$ cat src/rtl/cpu_pkg.sv
`default_nettype none
// ============================================================================
//  Module      : cpu_pkg
//  Description : Shared types and constants for the execute-stage flag logic:
//                ARM condition codes, ALU operation codes, NZCV bit indices.
//  Revision    : 1.0 - initial release
// ============================================================================
package cpu_pkg;

  // Bit positions inside the {N,Z,C,V} flag vector
  localparam int FLAG_N = 3;
  localparam int FLAG_Z = 2;
  localparam int FLAG_C = 1;
  localparam int FLAG_V = 0;

  // ARM condition codes carried by B.cond
  typedef enum logic [3:0] {
    COND_EQ = 4'h0,
    COND_NE = 4'h1,
    COND_CS = 4'h2,
    COND_CC = 4'h3,
    COND_MI = 4'h4,
    COND_PL = 4'h5,
    COND_VS = 4'h6,
    COND_VC = 4'h7,
    COND_HI = 4'h8,
    COND_LS = 4'h9,
    COND_GE = 4'hA,
    COND_LT = 4'hB,
    COND_GT = 4'hC,
    COND_LE = 4'hD,
    COND_AL = 4'hE,
    COND_NV = 4'hF
  } cond_e;

  // ALU control encodings travelling down the pipe
  typedef enum logic [2:0] {
    ALU_PASSB = 3'b000,
    ALU_ADD   = 3'b010,
    ALU_SUB   = 3'b011,
    ALU_AND   = 3'b100,
    ALU_OR    = 3'b101,
    ALU_XOR   = 3'b110
  } alu_op_e;

  // Assemble the individual ALU result flags into NZCV order
  function automatic logic [3:0] pack_flags(input logic n, input logic z,
                                            input logic c, input logic v);
    logic [3:0] f;
    f         = 4'b0000;
    f[FLAG_N] = n;
    f[FLAG_Z] = z;
    f[FLAG_C] = c;
    f[FLAG_V] = v;
    return f;
  endfunction

endpackage
`default_nettype wire

$ cat src/rtl/cond_eval.sv
`default_nettype none
// ============================================================================
//  Module      : cond_eval
//  Description : Pure combinational ARM condition evaluator. Maps a 4-bit
//                condition code and an NZCV vector to a taken decision.
//  Revision    : 1.0 - initial release
// ============================================================================
module cond_eval
  import cpu_pkg::*;
(
  input  logic [3:0] cond_i,
  input  logic [3:0] flags_i,
  output logic       taken_o
);

  logic w_n, w_z, w_c, w_v;

  assign w_n = flags_i[FLAG_N];
  assign w_z = flags_i[FLAG_Z];
  assign w_c = flags_i[FLAG_C];
  assign w_v = flags_i[FLAG_V];

  // Decode the condition against the flag vector; NV (1111) is reserved and never taken
  always_comb begin
    taken_o = 1'b0;
    case (cond_e'(cond_i))
      COND_EQ: taken_o = w_z;
      COND_NE: taken_o = ~w_z;
      COND_CS: taken_o = w_c;
      COND_CC: taken_o = ~w_c;
      COND_MI: taken_o = w_n;
      COND_PL: taken_o = ~w_n;
      COND_VS: taken_o = w_v;
      COND_VC: taken_o = ~w_v;
      COND_HI: taken_o = w_c & ~w_z;
      COND_LS: taken_o = ~w_c | w_z;
      COND_GE: taken_o = (w_n == w_v);
      COND_LT: taken_o = (w_n != w_v);
      COND_GT: taken_o = ~w_z & (w_n == w_v);
      COND_LE: taken_o = w_z | (w_n != w_v);
      COND_AL: taken_o = 1'b1;
      COND_NV: taken_o = 1'b0;
    endcase
  end

endmodule
`default_nettype wire

$ cat src/rtl/ex_flag_stage.sv
`default_nettype none
// ============================================================================
//  Module      : ex_flag_stage
//  Description : Execute-stage owner of the architectural NZCV register.
//                Commits ALU flags under flag-enable, bypasses in-flight
//                flags to the B.cond evaluator, and registers the valid /
//                ALU-control bundle into the EX/MEM boundary with
//                stall and flush support.
//  Revision    : 1.0 - initial release
// ============================================================================
module ex_flag_stage
  import cpu_pkg::*;
#(
  parameter int NFLAG = 4,
  parameter int CW    = 3
) (
  input  logic             clk,
  input  logic             reset,
  input  logic             in_valid,
  input  logic [CW-1:0]    alu_cntrl,
  input  logic             flag_en,
  input  logic             alu_neg,
  input  logic             alu_zero,
  input  logic             alu_carry,
  input  logic             alu_ovf,
  input  logic             stall,
  input  logic             flush,
  input  logic             cond_valid,
  input  logic [3:0]       cond,
  output logic             cond_taken,
  output logic [NFLAG-1:0] flags_q,
  output logic             mem_valid,
  output logic [CW-1:0]    mem_alu_cntrl,
  output logic [7:0]       flag_writes
);

  logic [NFLAG-1:0] w_alu_flags;
  logic [NFLAG-1:0] w_eff_flags;
  logic [NFLAG-1:0] flags_d;
  logic [NFLAG-1:0] flag_reg_q;
  logic             w_commit;
  logic             w_flag_we;
  logic             w_bypass;
  logic             w_taken;

  logic             mem_valid_d;
  logic             mem_valid_q;
  logic [CW-1:0]    mem_cntrl_d;
  logic [CW-1:0]    mem_cntrl_q;
  logic [7:0]       flag_writes_d;
  logic [7:0]       flag_writes_q;

  assign w_alu_flags = pack_flags(alu_neg, alu_zero, alu_carry, alu_ovf);

  // An instruction retires from EX only when it is real, not killed and not held
  assign w_commit  = in_valid & ~flush & ~stall;
  assign w_flag_we = w_commit & flag_en;

  // A stalled flag-setter still forwards its flags; only a flush suppresses the bypass
  assign w_bypass    = in_valid & flag_en & ~flush;
  assign w_eff_flags = w_bypass ? w_alu_flags : flag_reg_q;

  cond_eval u_cond_eval (
    .cond_i  (cond),
    .flags_i (w_eff_flags),
    .taken_o (w_taken)
  );

  assign cond_taken = cond_valid & w_taken;

  // Enable muxes in front of the flag and EX/MEM flops; flush takes priority over stall
  always_comb begin
    flags_d       = w_flag_we ? w_alu_flags : flag_reg_q;
    flag_writes_d = w_flag_we ? (flag_writes_q + 8'd1) : flag_writes_q;
    mem_valid_d   = mem_valid_q;
    mem_cntrl_d   = mem_cntrl_q;
    if (flush) begin
      mem_valid_d = 1'b0;
      mem_cntrl_d = '0;
    end else if (!stall) begin
      mem_valid_d = in_valid;
      mem_cntrl_d = alu_cntrl;
    end
  end

  // One D flop per NZCV bit
  for (genvar i = 0; i < NFLAG; i++) begin : g_flag_bit
    // Architectural flag bit i
    always_ff @(posedge clk or negedge reset) begin
      if (!reset) flag_reg_q[i] <= 1'b0;
      else        flag_reg_q[i] <= flags_d[i];
    end
  end

  // One D flop per ALU-control bit of the EX/MEM boundary
  for (genvar j = 0; j < CW; j++) begin : g_cntrl_bit
    // EX/MEM ALU-control bit j
    always_ff @(posedge clk or negedge reset) begin
      if (!reset) mem_cntrl_q[j] <= 1'b0;
      else        mem_cntrl_q[j] <= mem_cntrl_d[j];
    end
  end

  // EX/MEM valid bit
  always_ff @(posedge clk or negedge reset) begin
    if (!reset) mem_valid_q <= 1'b0;
    else        mem_valid_q <= mem_valid_d;
  end

  // Debug count of committed flag updates, wraps modulo 256
  always_ff @(posedge clk or negedge reset) begin
    if (!reset) flag_writes_q <= 8'd0;
    else        flag_writes_q <= flag_writes_d;
  end

  assign flags_q       = flag_reg_q;
  assign mem_valid     = mem_valid_q;
  assign mem_alu_cntrl = mem_cntrl_q;
  assign flag_writes   = flag_writes_q;

endmodule
`default_nettype wire
$ cat config.mk
export PLATFORM = sky130hd
export DESIGN_NAME = ex_flag_stage
export DESIGN_NICKNAME = d
export VERILOG_FILES = /design/src/rtl/cpu_pkg.sv /design/src/rtl/cond_eval.sv /design/src/rtl/ex_flag_stage.sv
export SDC_FILE = /design/constraint.sdc
export NUM_CORES = 1
export LEC_CHECK = 0
export BUFFER_PORTS_ARGS = -buffer_cell sky130_fd_sc_hd__buf_2
export CAP_MARGIN = 15
export CELL_PAD_IN_SITES_DETAIL_PLACEMENT = 0
export CELL_PAD_IN_SITES_GLOBAL_PLACEMENT = 1
export CORE_MARGIN = 10
export CORE_UTILIZATION = 36
export CTS_CLUSTER_SIZE = 28
export DETAILED_ROUTE_END_ITERATION = 16
export HOLD_SLACK_MARGIN = 0.05
export PLACE_DENSITY = 0.8
export SYNTH_ARGS = -nofsm -noshare
export SYNTH_HDL_FRONTEND = slang
export SYNTH_SLANG_ARGS = --single-unit
$ cat constraint.sdc
create_clock -name clk -period 1.4 [get_ports clk]
set_input_delay 0.07 -clock clk [delete_from_list [all_inputs] [get_ports clk]]
set_output_delay 0.07 -clock clk [all_outputs]
set_load 0.005 [all_outputs]
==> flow_metrics.tcl <==
set metrics [dict create \
    status "finished, violations left" \
    failed_checks "setup timing" \
    cpPeakStageDelay_ns 0.43 \
    synthDominantAreaCellType "sky130_fd_sc_hd__dfrtp_1" \
    dp.final_hpwl_mm 1.89 \
    synth_area_per_cell_um2 11.2 \
    filler_cell_count 250 \
    critPathRequiredTime_ns 1.33 \
    reg2regPathDepth 2 \
    io_buffers 34 \
    timing.max_slew.rel_slack 0.772 \
    chipWidth_um 71.1 \
    timing.critical_path.to_type "output pin" \
    finalCritPeriodShare 1.24 \
    layout.cells.most_common "sky130_fd_sc_hd__buf_2" \
    power.ir.vdd_worst_v 0.000739 \
    antenna_found_initial 0 \
    design.die.area_um2 5050 \
    die_h_um 71.1 \
    timing_max_transition_violations_final 0 \
    leading_cell_types_by_total_area_after_synthesis "sky130_fd_sc_hd__dfrtp_1 (43%), sky130_fd_sc_hd__mux2i_1 (14%), sky130_fd_sc_hd__xnor2_1 (7.5%)" \
    hp-start "alu_cntrl[0]" \
    drcViolationCount 0 \
    finalHoldViolations 0 \
    most-common-layout-cells "sky130_fd_sc_hd__buf_2 (34), sky130_fd_sc_hd__dfrtp_1 (16), sky130_fd_sc_hd__mux2i_1 (13)" \
    power.total_mw 1.42 \
    timing.critical_path.fanout_max 3 \
    timing.critical_path.from "flags_q[3]" \
    flow.area_growth_from_synthesis_pct 36.2 \
    clock_tree.htree_level_count 1 \
    stdcell_count 160 \
    timing.critical_path.slowest_stage_cell "sky130_fd_sc_hd__dfrtp_1" \
    timing.fmax_ghz 0.576 \
    clock_tree.buffer_depth 2 \
    grt_remaining_overflow 0 \
    timing_worst_setup_path_type "register to output pin" \
    drtPass1Iterations 4 \
    gp_congestion 0.832 \
    drt_iter0_drc 33 \
    effective_utilization_at_floorplan 0.379 \
    grt_pass1_wl_mm 3.95 \
    critical_path.most_common_cell "sky130_fd_sc_hd__mux2i_1" \
    tritoncts_num_sinks 16 \
    grt_max_degree 17 \
    clock_skew_ns 0.00453 \
    cp_cell_sequence "xnor2_2 -> mux2i_1 -> mux2i_1 -> nor3_1 -> a31oi_1 -> buf_2" \
    setup.worst_path.end "cond_taken" \
    setup_tns_ns -0.337 \
    row_count 18 \
    yosys_warnings 0 \
    final_period_minus_worst_setup_slack_ns 1.74 \
    avgViaCountPerCell 4.99 \
    synth_edf_count 0 \
    vias_in_the_first_global_route 895 \
    nets 150 \
    cp_arrival_ns 1.67 \
    leakagePower_nw 0.669 \
    drive_above_1_share 0.454 \
    worstHoldPathType "input port to register" \
    rsz_0062_raised_after_global_routing "yes" \
    setup_viol 1 \
    number_of_antenna_cells_inserted 0 \
    crit_reg_reg_startpoint "flag_writes[0]" \
    detailroute.via_count 799 \
    grt_usage 0.0918 \
    yosys_register_bits 16 \
    cts_root_buf "sky130_fd_sc_hd__clkbuf_4" \
    postSynth.asyncResetShare 1.00 \
    r2r_slack_ns 0.31 \
    timing_worst_slew_pin_value_ns 0.342 \
    synth_top_cell_area_share 0.426 \
    synthCells 84 \
    synth_nets 103 \
    power-per-cell-area_nw_per_um2 1110 \
    layout_setup_ws_ns -0.337 \
    synth-seq-area-share 0.426 \
    clk_transition_reported_paths_ns 0.09 \
    placed_cells_incl_taps 152 \
    number_of_violations_of_the_max_capacitance_limit 0 \
    average_wire_per_standard_cell_um 14.6 \
    drt_wl_total_mm 2.33 \
    cts_tree "built" \
    ioPinCount 35 \
    clkLatencyLatePin_ns 0.29 \
    tritoncts.num_buffers 3 \
    setup.worst_path.start_class "register" \
    syn_area_um2 940 \
    r2r-end "flag_writes[1]" \
    ant_nets 0 \
    synth_top_flop_cell "sky130_fd_sc_hd__dfrtp_1" \
    floorplan.core_area_um2 2480 \
    ys_types 29 \
]
-- layout make-up --
| type | instances | area, um2 | share of cell area |
|---|---|---|---|
| multi-input combinational | 63 | 534 | 0.417 |
| sequential | 16 | 400 | 0.313 |
| timing repair buffer | 46 | 268 | 0.209 |
| tap | 30 | 37.5 | 0.0293 |
| clock buffer | 4 | 36.3 | 0.0283 |
| inverter | 1 | 3.75 | 0.00293 |
-- cell usage after synthesis (2+ instances only) --
| cell | n |
|---|---|
| sky130_fd_sc_hd__clkbuf_1 | 3 |
| sky130_fd_sc_hd__dfrtp_1 | 16 |
| sky130_fd_sc_hd__mux2_2 | 5 |
| sky130_fd_sc_hd__mux2i_1 | 13 |
| sky130_fd_sc_hd__nand2_1 | 5 |
| sky130_fd_sc_hd__nand3_1 | 2 |
| sky130_fd_sc_hd__nand4_1 | 2 |
| sky130_fd_sc_hd__nor2_1 | 8 |
| sky130_fd_sc_hd__nor3_1 | 2 |
| sky130_fd_sc_hd__xnor2_1 | 8 |
| sky130_fd_sc_hd__xor2_1 | 2 |
-- per-layer routing --
layer | global-route usage | part of all wire | up-vias
li1 | - | - | 395
met1 | 0.0928 | 0.40 | 378
met2 | 0.166 | 0.50 | 23
met3 | 0.0377 | 0.086 | 3
met4 | 0.0301 | 0.010 | 0
met5 | 0 | 0 | -
-- how the worst min path moves through the flow --
stage	end	slack (ns)	depth (start not counted)
6_report	mem_alu_cntrl[0]	0.04	3
3_3_place_gp	mem_alu_cntrl[0]	-0.0008	1
3_5_place_dp	flag_writes[7]	0.002	1
4_1_cts	flags_q[3]	0.05	2
2_1_floorplan	flag_writes[0]	-0.23	0
5_1_grt	flags_q[1]	0.06	2
-- registers in the layout, indices dropped and copies added (netlist names) --
register,count
flags_q,4
flag_writes,8
mem_valid,1
mem_alu_cntrl,3
-- kinds of logic after synthesis --
family	Yosys count	synth area share
compound gates	6	0.0692
xor+xnor	10	0.0932
fa+ha+maj	1	0.0133
buf+inv	5	0.0213
flops	16	0.426
mux	19	0.214
simple gates	27	0.162
-- metrics by stage --
| step | util | area [um2] | setup WS, ns | hold WS (ns) |
|---|---|---|---|---|
| after global routing | 0.517 | 1280 | -0.455 | 0.0558 |
| after global placement | 0.481 | 1190 | -0.0381 | -0.000751 |
| final | 0.517 | 1280 | -0.337 | 0.0411 |
| after CTS | 0.514 | 1270 | -0.343 | 0.0523 |
| after detailed placement | 0.481 | 1190 | -0.0760 | 0.00238 |
| after floorplan | - | 940 | 0.0646 | -0.226 |
-- worst max-delay path: cells and delay by family (launching register included) --
family                    cells  cell delay [ns]
DFF                           1             0.43
muxes                         2             0.42
AOI/OAI and AO/OA             1             0.16
xor gates and xnor gates      1             0.15
buffers and inverters         1             0.13
and+or+nand+nor               1             0.08
-- where the power goes --
part	switching, mW	internal (mW)	total (mW)
Combinational	0.203	0.269	0.472
Clock	0.143	0.158	0.302
Sequential	0.0969	0.546	0.643
-- what timing repair did --
action	in CTS	in global routing
gates cloned	0	0
hold endpoints to repair	18	0
pin swaps	5	2
setup endpoints to repair	1	1
buffers inserted	1	0
gates resized for setup	1	1
hold buffers	3	0
(Power assumes the default switching activity.)
